### config.mk
export PLATFORM = sky130hd
export DESIGN_NAME = prbs_checker_16
export DESIGN_NICKNAME = d
export VERILOG_FILES = /design/src/rtl/prbs_checker_16_pkg.sv /design/src/rtl/prbs_next_16.sv /design/src/rtl/prbs_checker_16.sv
export SDC_FILE = /design/constraint.sdc
export NUM_CORES = 1
export LEC_CHECK = 0
export ABC_CLOCK_PERIOD_IN_PS = 2150
export BUFFER_PORTS_ARGS = -buffer_cell sky130_fd_sc_hd__buf_2
export CAP_MARGIN = 20
export CORE_MARGIN = 3
export CORE_UTILIZATION = 52
export DETAILED_ROUTE_END_ITERATION = 12
export PLACE_DENSITY_LB_ADDON = 0.15
export SYNTH_ARGS = -nofsm -noshare
export SYNTH_HDL_FRONTEND = slang
export SYNTH_SLANG_ARGS = --single-unit
### constraint.sdc
create_clock -name clk -period 2.15 [get_ports clk]
set_input_delay 0.43 -clock clk [delete_from_list [all_inputs] [get_ports clk]]
set_output_delay 0.43 -clock clk [all_outputs]
set_load 0.02 [all_outputs]
### src/rtl/prbs_checker_16_pkg.sv
// Shared definitions for the 16-bit PRBS generator/checker pair:
// state encoding, LFSR tap positions and the one-step predictor.
package prbs_checker_16_pkg;

    typedef enum logic {
        SEARCH = 1'b0,
        LOCKED = 1'b1
    } state_t;

    localparam int TAP_A = 15;
    localparam int TAP_B = 13;
    localparam int TAP_C = 12;
    localparam int TAP_D = 10;

    localparam logic [15:0] ERR_MAX = 16'hFFFF;

    function automatic logic [15:0] prbs_next(input logic [15:0] x);
        return {x[14:0], x[TAP_A] ^ x[TAP_B] ^ x[TAP_C] ^ x[TAP_D]};
    endfunction

endpackage

### src/rtl/prbs_next_16.sv
// Combinational one-step advance of the 16-bit LFSR state word.
module prbs_next_16
    import prbs_checker_16_pkg::*;
(
    input  logic [15:0] cur,
    output logic [15:0] nxt
);

    assign nxt = prbs_next(cur);

endmodule

### src/rtl/prbs_checker_16.sv
// PRBS-16 checker: searches for a run of correctly predicted words, then
// flywheels on its own prediction and counts mismatches while locked.
module prbs_checker_16
    import prbs_checker_16_pkg::*;
#(
    parameter int LOCK_CNT   = 4,
    parameter int UNLOCK_CNT = 3
) (
    input  logic        clk,
    input  logic        reset_n,
    input  logic        in_valid,
    input  logic [15:0] in_data,
    input  logic        clear_cnt,
    output logic        locked,
    output logic        err_pulse,
    output logic [15:0] err_count
);

    localparam logic [3:0] LOCK_RUN   = 4'(LOCK_CNT);
    localparam logic [3:0] UNLOCK_RUN = 4'(UNLOCK_CNT);

    state_t      state;
    logic [15:0] prev;
    logic        has_prev;
    logic [3:0]  run;

    logic [15:0] pred;
    logic        match;
    logic [3:0]  run_inc;

    prbs_next_16 u_next (
        .cur (prev),
        .nxt (pred)
    );

    assign match   = (in_data == pred);
    assign run_inc = run + 4'd1;

    always_ff @(posedge clk or negedge reset_n) begin
        if (!reset_n) begin
            state     <= SEARCH;
            prev      <= '0;
            has_prev  <= 1'b0;
            run       <= '0;
            locked    <= 1'b0;
            err_pulse <= 1'b0;
            err_count <= '0;
        end else begin
            err_pulse <= 1'b0;
            // Clear has priority over any increment made on the same edge.
            if (clear_cnt) begin
                err_count <= '0;
            end
            if (in_valid) begin
                case (state)
                    SEARCH: begin
                        prev     <= in_data;
                        has_prev <= 1'b1;
                        if (!has_prev) begin
                            run <= '0;
                        end else if (match && (in_data != 16'h0000)) begin
                            if (run_inc == LOCK_RUN) begin
                                state  <= LOCKED;
                                locked <= 1'b1;
                                run    <= '0;
                            end else begin
                                run <= run_inc;
                            end
                        end else begin
                            run <= '0;
                        end
                    end
                    LOCKED: begin
                        if (match) begin
                            run  <= '0;
                            prev <= pred;
                        end else begin
                            err_pulse <= 1'b1;
                            if (!clear_cnt && (err_count != ERR_MAX)) begin
                                err_count <= err_count + 16'd1;
                            end
                            // On losing lock, resynchronise to the received word.
                            if (run_inc == UNLOCK_RUN) begin
                                state    <= SEARCH;
                                locked   <= 1'b0;
                                run      <= '0;
                                has_prev <= 1'b1;
                                prev     <= in_data;
                            end else begin
                                run  <= run_inc;
                                prev <= pred;
                            end
                        end
                    end
                    default: begin
                        state  <= SEARCH;
                        locked <= 1'b0;
                    end
                endcase
            end
        end
    end

endmodule

==> summary.txt <==
Status: finished with violations
Failing checks: negative setup slack
Global-route wire length before repair: 11990 um
Worst EP required: 2320 ps
Worst VDD drop: 0.0004066 V
Via count of the first global-routing pass: 2458
Largest net degree at the start of global routing: 39
Seq cells post-synth: 40
Relative slew margins: 0.6451
Final Critical Period: 2241 ps
Worst R2R Path Depth: 9
Layout cells sized above 1: 0.3696
Worst-skew pair later-pin latency: 290 ps
Vias: 2536
N_diodes: 0
FF-to-FF setup slack: -90 ps
Routed WL: 7177 um
Max clock buf depth: 2
Yosys top cell area share: 0.3751
Half-perimeter wire length after placement: 4916 um
Startpoint Class: flip-flop
Final core utilization: 0.7288
GRT Overall Usage: 0.2475
Core area: 0.004848 mm2
CP endpoint kind: flip-flop
Slew Viols, Final: 0
Remaining antenna violation count: 0
Die height: 77.64 um
Measured slew at the worst slew-check pin: 532.3 ps
Fin crit share: 1.043
Setup WS post-layout: -91.49 ps
PortBufs: 37
I/O Pins: 38
Hold WS: 103.6 ps
First-pass iteration count of the detailed router: 4
Chip width: 77.64 um
Die ar.: 0.006028 mm2
Power per standard cell area: 544.5 mW/mm2
Synth area leaders: dfrtp_1 38%, mux2_2 7.6%, xor2_1 4.3%
Yosys cell types: 46
CTS root buf: clkbuf_8
First DRT Iteration DRCs: 172
Cell area after synthesis: 0.002669 mm2
GP Congestion: 0.8395
Crit path DAT: 2410 ps
Ys Warns: 0
Synth Instances: 288
Grt total ovfl: 0
CTS Sinks: 40
Synth area leader: dfrtp_1
Initial core utilization: 0.5505
Ys flop type: dfrtp_1
Crit path kind: flip-flop to flip-flop
R2r startpoint: prev[6]$_DFFE_PN0P_
Area delta synth->final: 32.40%
Row count: 25
CTS tree: yes
Synth Area per Inst: 9.267 um2
Max Cap Viol: 0
Clock Skew: 7.846 ps
Reg2Reg Capture Point: err_count[14]$_DFF_PN0_
Hold Path Class: primary input to asynchronous set/reset pin
Final setup viols: 32
Leak: 0.001588 uW
DRC viols: 0
Most common library cells after synthesis: 40 x dfrtp_1, 20 x inv_1, 18 x mux2_2, 18 x nor2_1, 17 x o21ai_0
Count leader, synth: dfrtp_1
Worst Path Max Fanout: 6
Drt wl/cell: 16.50 um
DR vias/cell: 5.830
Hold buffers post-CTS: 0
RSZ-0062 raised after global routing: true
Hold Fails Final Rpt: 0
Post-synth EDFFs: 0
Syn nets: 311
Clock Pin Slew Worst Setup and Hold Paths: 80 ps
Antenna violations before repair: 0
H-tree Lvls: 2
Layout Nets: 390
Post-synthesis async set-or-reset flop share: 1.000
Peak Freq: 446.1 MHz
Setup slack after placement: -243.1 ps
Layout fillers: 361
Register area share after synthesis: 0.3751
Num CTS Buffers: 5
[per-stage QoR]
| step | area (um2) | setup TNS [ps] | total power (uW) | std cells |
|---|---|---|---|---|
| 4_1_cts | 3490 | -931.6 | 1925 | 434 |
| 3_3_place_gp | 3197 | -6265 | 1142 | 420 |
| 5_1_grt | 3533 | -4183 | 2005 | 435 |
| 3_5_place_dp | 3197 | -6348 | 1150 | 420 |
| 2_1_floorplan | 2671 | 0 | 1001 | 288 |
| 6_report | 3533 | -1558 | 1924 | 435 |
[per-layer routing]
| layer | global-route usage | vias up | part of all wire |
|---|---|---|---|
| met2 | 0.3921 | 68 | 0.49 |
| met3 | 0.05104 | 11 | 0.047 |
| met1 | 0.3420 | 1241 | 0.45 |
| li1 | - | 1216 | - |
| met5 | 0 | - | 0 |
| met4 | 0.06940 | 0 | 0.011 |
[area by class of cell]
class	count	area, um2	area share
clock buffer	6	72.57	0.02054
clock inverter	2	60.06	0.01700
inverter	20	75.07	0.02125
multi-input combinational	209	1614	0.4568
sequential	40	1002	0.2836
tap	67	83.83	0.02373
timing repair buffer	91	625.6	0.1771
[worst max path at each step]
| stage | from | cells past startpoint | end | slack, ps |
|---|---|---|---|---|
| 5_1_grt | prev[6]$_DFFE_PN0P_ | 9 | err_count[14]$_DFF_PN0_ | -170 |
| 4_1_cts | prev[4]$_DFFE_PN0P_ | 9 | err_count[7]$_DFF_PN0_ | -60 |
| 6_report | prev[6]$_DFFE_PN0P_ | 9 | err_count[14]$_DFF_PN0_ | -90 |
| 3_5_place_dp | in_data[3] | 9 | err_count[11]$_DFF_PN0_ | -240 |
| 2_1_floorplan | err_count[1]$_DFF_PN0_ | 9 | err_count[15]$_DFF_PN0_ | 3 |
| 3_3_place_gp | in_data[7] | 9 | err_count[15]$_DFF_PN0_ | -210 |
[cells by family after synthesis]
| logic type | count (synthesis) | synth area share |
|---|---|---|
| muxes | 23 | 0.09470 |
| and+or+nand+nor | 92 | 0.1936 |
| AOI/OAI and AO/OA | 72 | 0.1908 |
| xor gates and xnor gates | 19 | 0.06798 |
| DFF | 40 | 0.3751 |
| buffers and inverters | 39 | 0.06376 |
| adders and majority gates | 3 | 0.01407 |
[critical path, cell delays in order, from the launching register on]
cell,delay (ps)
dfrtp_1,410
xor2_1,160
nor4_2,300
buf_4,160
nand4_1,210
o311ai_4,450
buf_6,180
buf_12,100
or3_1,90
a21oi_1,50
[power by group]
group          internal [uW]  switching, uW  total, uW  leakage (uW)
Combinational            197            177        374       0.00101
Clock                    464            267        731     0.0000654
Sequential               783           35.7        819      0.000516
[sequential cells by signal, summed over array words and instances (netlist names)]
| signal | cells |
|---|---|
| err_pulse | 1 |
| run | 4 |
| locked | 1 |
| err_count | 16 |
| prev | 16 |
| state | 1 |
| has_prev | 1 |
[placed cells by master, fill, tap and decap left out, drive strengths merged, types with 3 or more instances in the layout]
master | synthesis | layout
nor2 | 18 | 18
nand2b | 9 | 9
ha | 3 | 3
clkbuf | 9 | 6
dfrtp | 40 | 40
xor2 | 14 | 14
nor4 | 7 | 7
a21oi | 14 | 14
nand4 | 11 | 11
nor2b | 3 | 3
buf | 10 | 91
and3 | 4 | 4
mux2 | 18 | 18
inv | 20 | 20
or3 | 13 | 13
nand2 | 10 | 10
nor3 | 4 | 4
o221a | 15 | 15
o21ai | 18 | 18
mux2i | 5 | 5
a31oi | 15 | 15
nand3 | 6 | 6
xnor2 | 5 | 5
[repair_timing]
action,4_1_cts,5_1_grt
gates resized for setup,22,10
cloned,1,0
endpoints found under the hold margin,0,0
setup endpoints to repair,35,38
pin swaps,17,11
buffers inserted,5,1
Note: power is estimated with default switching activity, not from simulation.
